File: config.mk
export PLATFORM = sky130hd
export DESIGN_NAME = calc_display_scan
export DESIGN_NICKNAME = d
export VERILOG_FILES = /design/src/rtl/calc_display_scan.sv
export SDC_FILE = /design/constraint.sdc
export NUM_CORES = 1
export LEC_CHECK = 0
export CAP_MARGIN = 30
export CORE_MARGIN = 3
export CORE_UTILIZATION = 41
export DETAILED_ROUTE_END_ITERATION = 7
export PLACE_DENSITY = 0.59
export REMOVE_ABC_BUFFERS = 1
export SETUP_SLACK_MARGIN = 0.1
export SLEW_MARGIN = 40
export SYNTH_ARGS = -nofsm -noshare
export SYNTH_HDL_FRONTEND = slang
export SYNTH_SLANG_ARGS = --single-unit
File: constraint.sdc
create_clock -name clk_i -period 2.7 [get_ports clk_i]
set_input_delay 0.675 -clock clk_i [delete_from_list [all_inputs] [get_ports clk_i]]
set_output_delay 0.675 -clock clk_i [all_outputs]
set_load 0.02 [all_outputs]
File: src/rtl/calc_display_scan.sv
// Multiplexed 7-segment scan driver for the calculator result. It latches a number
// and shows it one digit per scan period, with blanking, decimal point, sign and error glyph.
module calc_display_scan #(
   parameter int unsigned ScanDiv   = 1000,
   parameter int unsigned NumDigits = 8,
   localparam int unsigned DigW     = $clog2(NumDigits),
   localparam int unsigned ExpW     = DigW,
   localparam int unsigned SigW     = 4 * NumDigits,
   localparam int unsigned NumW     = 2 + ExpW + SigW,
   localparam int unsigned DivW     = (ScanDiv > 1) ? $clog2(ScanDiv) : 1
) (
   input  logic                 clk_i,
   input  logic                 rst_ni,
   input  logic [NumW-1:0]      num_i,
   input  logic                 load_i,
   input  logic                 enable_i,
   output logic [NumDigits-1:0] digit_sel_o,
   output logic [6:0]           segments_o,
   output logic                 dp_o,
   output logic                 sign_o,
   output logic                 frame_o
);

   logic [DivW-1:0] div_q;
   logic [DigW-1:0] digit_q;
   logic [NumW-1:0] disp_q;
   logic [NumW-1:0] shadow_q;
   logic            pend_q;
   logic            wrap_q;
   logic            tick;
   logic            commit;

   function automatic logic [6:0] bcd2segments(input logic [3:0] bcd);
      case (bcd)
         4'd0:    return 7'b1111110;
         4'd1:    return 7'b0110000;
         4'd2:    return 7'b1101101;
         4'd3:    return 7'b1111001;
         4'd4:    return 7'b0110011;
         4'd5:    return 7'b1011011;
         4'd6:    return 7'b1011111;
         4'd7:    return 7'b1110000;
         4'd8:    return 7'b1111111;
         default: return 7'b1111011;
      endcase
   endfunction

   assign tick   = (div_q == DivW'(ScanDiv - 1));
   assign commit = tick && (digit_q == DigW'(NumDigits - 1));

   // Stage p0: divider, digit counter, load shadow and tear-free commit at frame end
   always_ff @(posedge clk_i or negedge rst_ni) begin
      if (!rst_ni) begin
         div_q    <= '0;
         digit_q  <= '0;
         disp_q   <= '0;
         shadow_q <= '0;
         pend_q   <= 1'b0;
         wrap_q   <= 1'b0;
      end else begin
         if (tick) begin
            div_q   <= '0;
            digit_q <= (digit_q == DigW'(NumDigits - 1)) ? '0 : digit_q + DigW'(1);
         end else begin
            div_q <= div_q + DivW'(1);
         end
         wrap_q <= commit;
         if (commit) begin
            disp_q <= load_i ? num_i : (pend_q ? shadow_q : disp_q);
            pend_q <= 1'b0;
         end else if (load_i) begin
            pend_q <= 1'b1;
         end
         if (load_i) shadow_q <= num_i;
      end
   end

   logic                 sign_w;
   logic                 err_w;
   logic [ExpW-1:0]      exp_w;
   logic [SigW-1:0]      sig_w;
   logic [SigW-1:0]      upper_w;
   logic [NumDigits-1:0] sel_p0;
   logic [6:0]           seg_p0;
   logic                 dp_p0;
   logic                 sign_p0;

   assign {sign_w, err_w, exp_w, sig_w} = disp_q;
   // upper_w holds the current digit and everything left of it; zero means a leading zero
   assign upper_w = sig_w >> {digit_q, 2'b00};

   always_comb begin
      sel_p0  = '0;
      seg_p0  = '0;
      dp_p0   = 1'b0;
      sign_p0 = 1'b0;
      if (enable_i) begin
         sel_p0 = NumDigits'(1) << digit_q;
         if (err_w) begin
            seg_p0 = (digit_q == '0) ? 7'b1001111 : 7'b0000000;
         end else begin
            seg_p0  = ((digit_q > exp_w) && (upper_w == '0)) ? 7'b0000000
                                                             : bcd2segments(upper_w[3:0]);
            dp_p0   = (digit_q == exp_w);
            sign_p0 = sign_w && (sig_w != '0);
         end
      end
   end

   // Stage p1: registered pin outputs
   always_ff @(posedge clk_i or negedge rst_ni) begin
      if (!rst_ni) begin
         digit_sel_o <= '0;
         segments_o  <= '0;
         dp_o        <= 1'b0;
         sign_o      <= 1'b0;
         frame_o     <= 1'b0;
      end else begin
         digit_sel_o <= sel_p0;
         segments_o  <= seg_p0;
         dp_o        <= dp_p0;
         sign_o      <= sign_p0;
         frame_o     <= wrap_q;
      end
   end

endmodule

# Word-level counts from Yosys, hierarchy flattened
# Memory sizes are Yosys's and may differ from the RTL's.
# Cells that the tools add are included.
dict set report totals {
  regBits 107
  rom_bits 112
  out_inout_bits 18
  n_memories 1
}
# name words word_bits read_ports rd_ports_with_merged_regs wr line
set mem_list {}
lappend mem_list {{(no name shown)} 16 7 1 0 0 34} ;# case (bcd)
dict set report op_classes {
  n_addsub 2
  n_lt_le_gt_ge 1
  eq_ne 3
  shifts 2
  muxes 15
  n_reduce_logical 9
}
# cell count
set ops {}
lappend ops {{two-way mux 37 bit} 2}
lappend ops {{logical NOT 32 bit} 1}
lappend ops {{nonzero test 32 bit} 1}
lappend ops {{right shift 32 x 5 -> 32 bit} 1}
lappend ops {{two-way mux 7 bit} 4}
lappend ops {{adder 10 x 1 -> 10 bit, second input constant} 1}
lappend ops {{equality test 10 bit, second input constant} 1}
lappend ops {{two-way mux 10 bit} 1}
lappend ops {{two-way mux 8 bit} 1}
lappend ops {{<< shifter 1 x 3 -> 8 bit, first input constant} 1}
lappend ops {{two-way mux 1 bit} 6}
lappend ops {{nonzero test 2 bit} 2}
lappend ops {{adder 3 x 1 -> 3 bit, second input constant} 1}
lappend ops {{equality test 3 bit} 1}
lappend ops {{equality test 3 bit, second input constant} 1}
lappend ops {{> comparator 3 bit} 1}
lappend ops {{logical AND 1 bit} 3}
lappend ops {{logical NOT 3 bit} 1}
lappend ops {{two-way mux 3 bit} 1}
lappend ops {{AND reduction 2 bit} 1}

# Longest topological paths before layout
dict set report logic_depth {
  ltp_word 6
  depth_mapped 9
}

# Worst setup path after synthesis
# Ideal clock, no wire load.
dict set report synth_path {
  path_type {flip-flop to flip-flop}
  from {register digit_q[0]}
  to {register segments_o[0]}
  setup_ns 0.142
  arrival_ns 2.161
  path_slack_ns 0.397
  stages_incl_launch_ff 8
  path_buffers 1
  period_less_slack_ns 2.303
  path_cell_list {dfrtp_1 -> buf_6 -> mux4_1 -> mux2i_1 -> ha_1 -> nand2_1 -> nor4_4 -> a21oi_1}
}
dict set report synth_via {
  elab_chain_len 6
}
# element line
set synth_rtl {}
lappend synth_rtl {{start, declared} 25} ;# logic [DigW-1:0] digit_q;
lappend synth_rtl {{start signal, assigned} 63} ;# digit_q <= (digit_q == DigW'(NumDigits - 1)) ? '0 : digit_q + DigW'(1);
lappend synth_rtl {{branches (longest 4 deep; another with memory (16 x 7 bit))} -}
lappend synth_rtl {{two-way mux 7 bit (*)} 99} ;# if (err_w) begin
lappend synth_rtl {{two-way mux 7 bit (*)} 97} ;# if (enable_i) begin
lappend synth_rtl {{via seg_p0[0]} 84} ;# logic [6:0] seg_p0;
lappend synth_rtl {{end signal, assigned} 120} ;# segments_o <= seg_p0;
lappend synth_rtl {{end, declared} 18} ;# output logic [6:0] segments_o,
# Mark *: on every way through the listed nets, which the timed path passes.
# A chain may end at the register's enable or synchronous reset.

# Final worst setup path
dict set report layout_path {
  from {register digit_q[0]}
  to {register segments_o[4]}
}
dict set report layout_via {
  elab_chain_len 6
}
# element line
set layout_rtl {}
lappend layout_rtl {{branches (longest 3 deep; another with memory (16 x 7 bit))} -}
lappend layout_rtl {{two-way mux 7 bit (*)} 102} ;# seg_p0 = ((digit_q > exp_w) && (upper_w == '0)) ? 7'b0000000
lappend layout_rtl {{two-way mux 7 bit (*)} 99}
lappend layout_rtl {{two-way mux 7 bit (*)} 97}
lappend layout_rtl {{via seg_p0[4]} 84}
# Marked as above.

==> summary.txt <==
Drt
  – Post-route ant nets: 0
  – DR WL/cell: 15.7 um
  – Via count: 2,891
  – Final wirelength: 8730 um
  – Pre-antenna DRT Iters: 4
  – Iteration-0 DRC Markers: 88
  – Via-to-Cell Ratio: 5.19
  – # DRC: 0

STA
  – Fin crit period: 2.44 ns
  – Final TNS setup: 0 ns
  – RSZ-0062 raised after global routing: false
  – Max Clk Rate: 0.410 GHz
  – PnR worst setup slack: 0.261 ns
  – Worst slew margin: 0.631
  – Slew @ Worst Pin: 0.553 ns
  – Clock Skews: 0.0107 ns
  – # setup viols final: 0
  – Period utilization: 0.903
  – Hold Fails Final Rpt: 0
  – Final Slew Violations: 0

GRT
  – Vias in the first global route: 3,022
  – Initial antenna violation count: 0
  – Largest net degree at the start of global routing: 44
  – First-pass GRT wire length: 15,100 um
  – Total track usage: 0.149
  – Global route overflow: 0

Setup path
  – CP Class: reg2reg
  – Slowest Stage Delay on Critical Path: 0.53 ns
  – Crit path from: digit_q[0]$_DFFE_PN0N_
  – Worst Path Arrival: 2.64 ns
  – FF-to-FF setup slack: 0.26 ns
  – CP Launch Type: register
  – Worst path slowest cell: or4_4
  – Reg2reg start: digit_q[0]$_DFFE_PN0N_
  – Critical path fanouts, max: 9
  – Worst setup EP type: register
  – Worst-path cell chain: buf_4 -> mux4_2 -> or4_4 -> o41ai_4 -> a21oi_1
  – Critical Path RT: 2.90 ns

CTS
  – CTS tree: built
  – Clock-pin slew on the worst setup and hold paths: 0.07 ns
  – Maximum root-to-sink buffer count: 2
  – Cts bufs inserted: 9
  – Clock sink count: 107
  – Clk_lat worst skew: 0.34 ns
  – Clk root buf: clkbuf_16
  – # hold bufs at CTS: 0
  – Post-CTS setup repair buffer count: 0
  – H-Tree Depth: 3

Power and ir drop
  – Comb pwr share: 0.069
  – Part of the power in registers: 0.543
  – Switching share of power: 0.218
  – Peak supply drop: 0.000310 V
  – Pwr Total: 3.08 mW
  – Int Power: 2.41 mW
  – Pwr per Cell Area: 527 mW/mm^2
  – Switching pwr: 0.673 mW
  – Clock share of power: 0.387
  – Leakage: 2.73 nW

Run
  – Total of max-cap violations: 0

Synth
  – Mapped Cells: 337
  – Main combinational cell family by area after synthesis: multiplexers
  – Post-synth top area cell: dfrtp_1
  – Compound-Gate Fraction of Synth Area: 0.0396
  – Synth Area in Adders: 0.0370
  – Ys Warns: 0
  – EDFF count, synth: 0
  – Distinct cells, synth: 41
  – Seq/Total Area, Yosys: 0.565
  – Flop and latch count out of synthesis: 107
  – Synth Flop Type: dfrtp_1
  – Share of the synthesized area in the top cell type: 0.565
  – Synthesized area per cell: 14.1 um^2
  – Synth Area in Simple Gates: 0.0808
  – Mux contribution to synthesized area: 0.247
  – Post-synthesis xor/xnor area fraction: 0.0111
  – Mapped cell area: 0.00474 mm^2
  – Ys async rst share: 1.00
  – Top cells by area, synth: dfrtp_1 (57%), mux2_2 (18%), ha_1 (3.7%)

Placement
  – PortBufs: 58
  – DPL Wire Length: 6620 um
  – Setup WS pre-CTS: 0.162 ns
  – GPL Wtd Cong: 0.785

Floorplanning
  – I/O pins: 59
  – Core area: 0.0111 mm^2
  – Initial Util: 0.428
  – Row cnt: 38
  – Die height: 113 um
  – Chip width: 113 um
  – DIE AREA: 0.0129 mm^2

Cells and area
  – # diodes: 0
  – Fraction of layout instances using a drive strength above 1: 0.278
  – Nets: 467
  – Area delta synth->final: 23.6%

Run status
  – Status: completed

Min path
  – Min-Delay Path Class: in2async
-- cells in the mapped netlist, types with 3 or more instances --
library cell	count
buf_2	3
or4_1	7
dfrtp_1	107
nor2b_1	5
xor2_1	3
mux2_2	74
mux4_1	6
a21oi_1	11
nor4_1	4
buf_1	3
ha_1	14
inv_1	9
and3_1	3
mux4_2	3
nand3_1	10
o21ai_0	8
nor2_1	12
and2_1	6
xnor2_1	3
nand2_1	13
clkbuf_1	3
mux2i_1	9
-- per-layer routing --
layer / global-route usage / wire, um / vias up
met3: 0.0430 / 362 / 14
met5: 0 / 0 / -
li1: - / - / 1370
met1: 0.196 / 4010 / 1455
met2: 0.236 / 4180 / 52
met4: 0.0513 / 170 / 0
-- power by group through the flow --
stage | Clock, mW | Sequential (mW) | Combinational (mW)
floorplan | 0 | 1.71 | 0.0757
detailed placement | 0 | 1.71 | 0.219
global route | 1.31 | 1.68 | 0.239
global placement | 0 | 1.71 | 0.217
finish | 1.19 | 1.68 | 0.214
CTS | 1.24 | 1.68 | 0.221
-- path summary, 6_finish.rpt --
path                       cells after the start                  endpoint
hold / removal                                 1  shadow_q[29]$_DFFE_PN0P_
setup / recovery                               5   segments_o[4]$_DFF_PN0_
setup reg to reg                               5   segments_o[4]$_DFF_PN0_
max in group asynchronous                      2   segments_o[6]$_DFF_PN0_
min in group clk_i                             0         frame_o$_DFF_PN0_
hold reg to reg                                0         frame_o$_DFF_PN0_
-- final cells by class --
class | instances | area [um^2]
Tap cell | 140 | 175
Inverter | 11 | 41.3
Multi-Input combinational cell | 209 | 1970
Clock inverter | 5 | 38.8
Sequential cell | 107 | 2680
Timing Repair Buffer | 74 | 718
Clock buffer | 11 | 233
Fill cell | 992 | 5220
-- logic make-up (layout without fill, tap and decap cells) --
kind of cell / after synthesis / after routing
XOR/XNOR: 6 / 6
buffers and inverters: 21 / 101
flip-flops: 107 / 107
AND/OR/NAND/NOR: 68 / 68
adder cells (fa/ha/maj): 14 / 14
AO/OA/AOI/OAI: 28 / 28
multiplexers: 93 / 93
-- registers in the layout (all words and copies together) (netlist names) --
signal and cells:
wrap_q 1, digit_q 3, sign_o 1, segments_o 7
frame_o 1, div_q 10, pend_q 1, digit_sel_o 8
dp_o 1, disp_q 37, shadow_q 37
-- repair_timing --
| item | in CTS | in global routing |
|---|---|---|
| endpoints found under the hold margin | 0 | 0 |
| resized for setup | 0 | 1 |
| endpoints found under the setup margin | 0 | 7 |
-- layout by cell type (no fill, tap or decap), types with 2 or more instances in the layout --
master and count:
a21oi_1 11, and2_1 6, and3_1 3, buf_12 2, buf_4 15, clkbuf_1 2, clkbuf_16 9, clkdlybuf4s50_1 56
clkinv_1 2, clkinvlp_4 4, dfrtp_1 106, ha_1 14, inv_1 9, mux2_2 74, mux2i_1 9, mux4_1 6
mux4_2 3, nand2_1 13, nand3_1 10, nor2_1 12, nor2b_1 5, nor3_1 2, nor4_1 4, o21ai_0 8
or4_1 7, xnor2_1 3, xor2_1 3
-- critical path, delay by kind of cell, from the launching register on --
kind / cells / cell delay, ns
buf+inv: 1 / 0.18
mux: 1 / 0.51
compound gates: 2 / 0.58
simple gates: 1 / 0.53
flops: 1 / 0.49
-- through the flow --
step | area [um^2] | cells | utilization | hold slack, ns
5_1_grt | 5850 | 557 | 0.528 | 0.350
4_1_cts | 5850 | 557 | 0.528 | 0.334
6_report | 5850 | 557 | 0.528 | 0.316
3_3_place_gp | 5580 | 541 | 0.504 | 0.349
2_1_floorplan | 4690 | 327 | - | 0.331
3_5_place_dp | 5580 | 541 | 0.504 | 0.356
(Power assumes the default switching activity.)
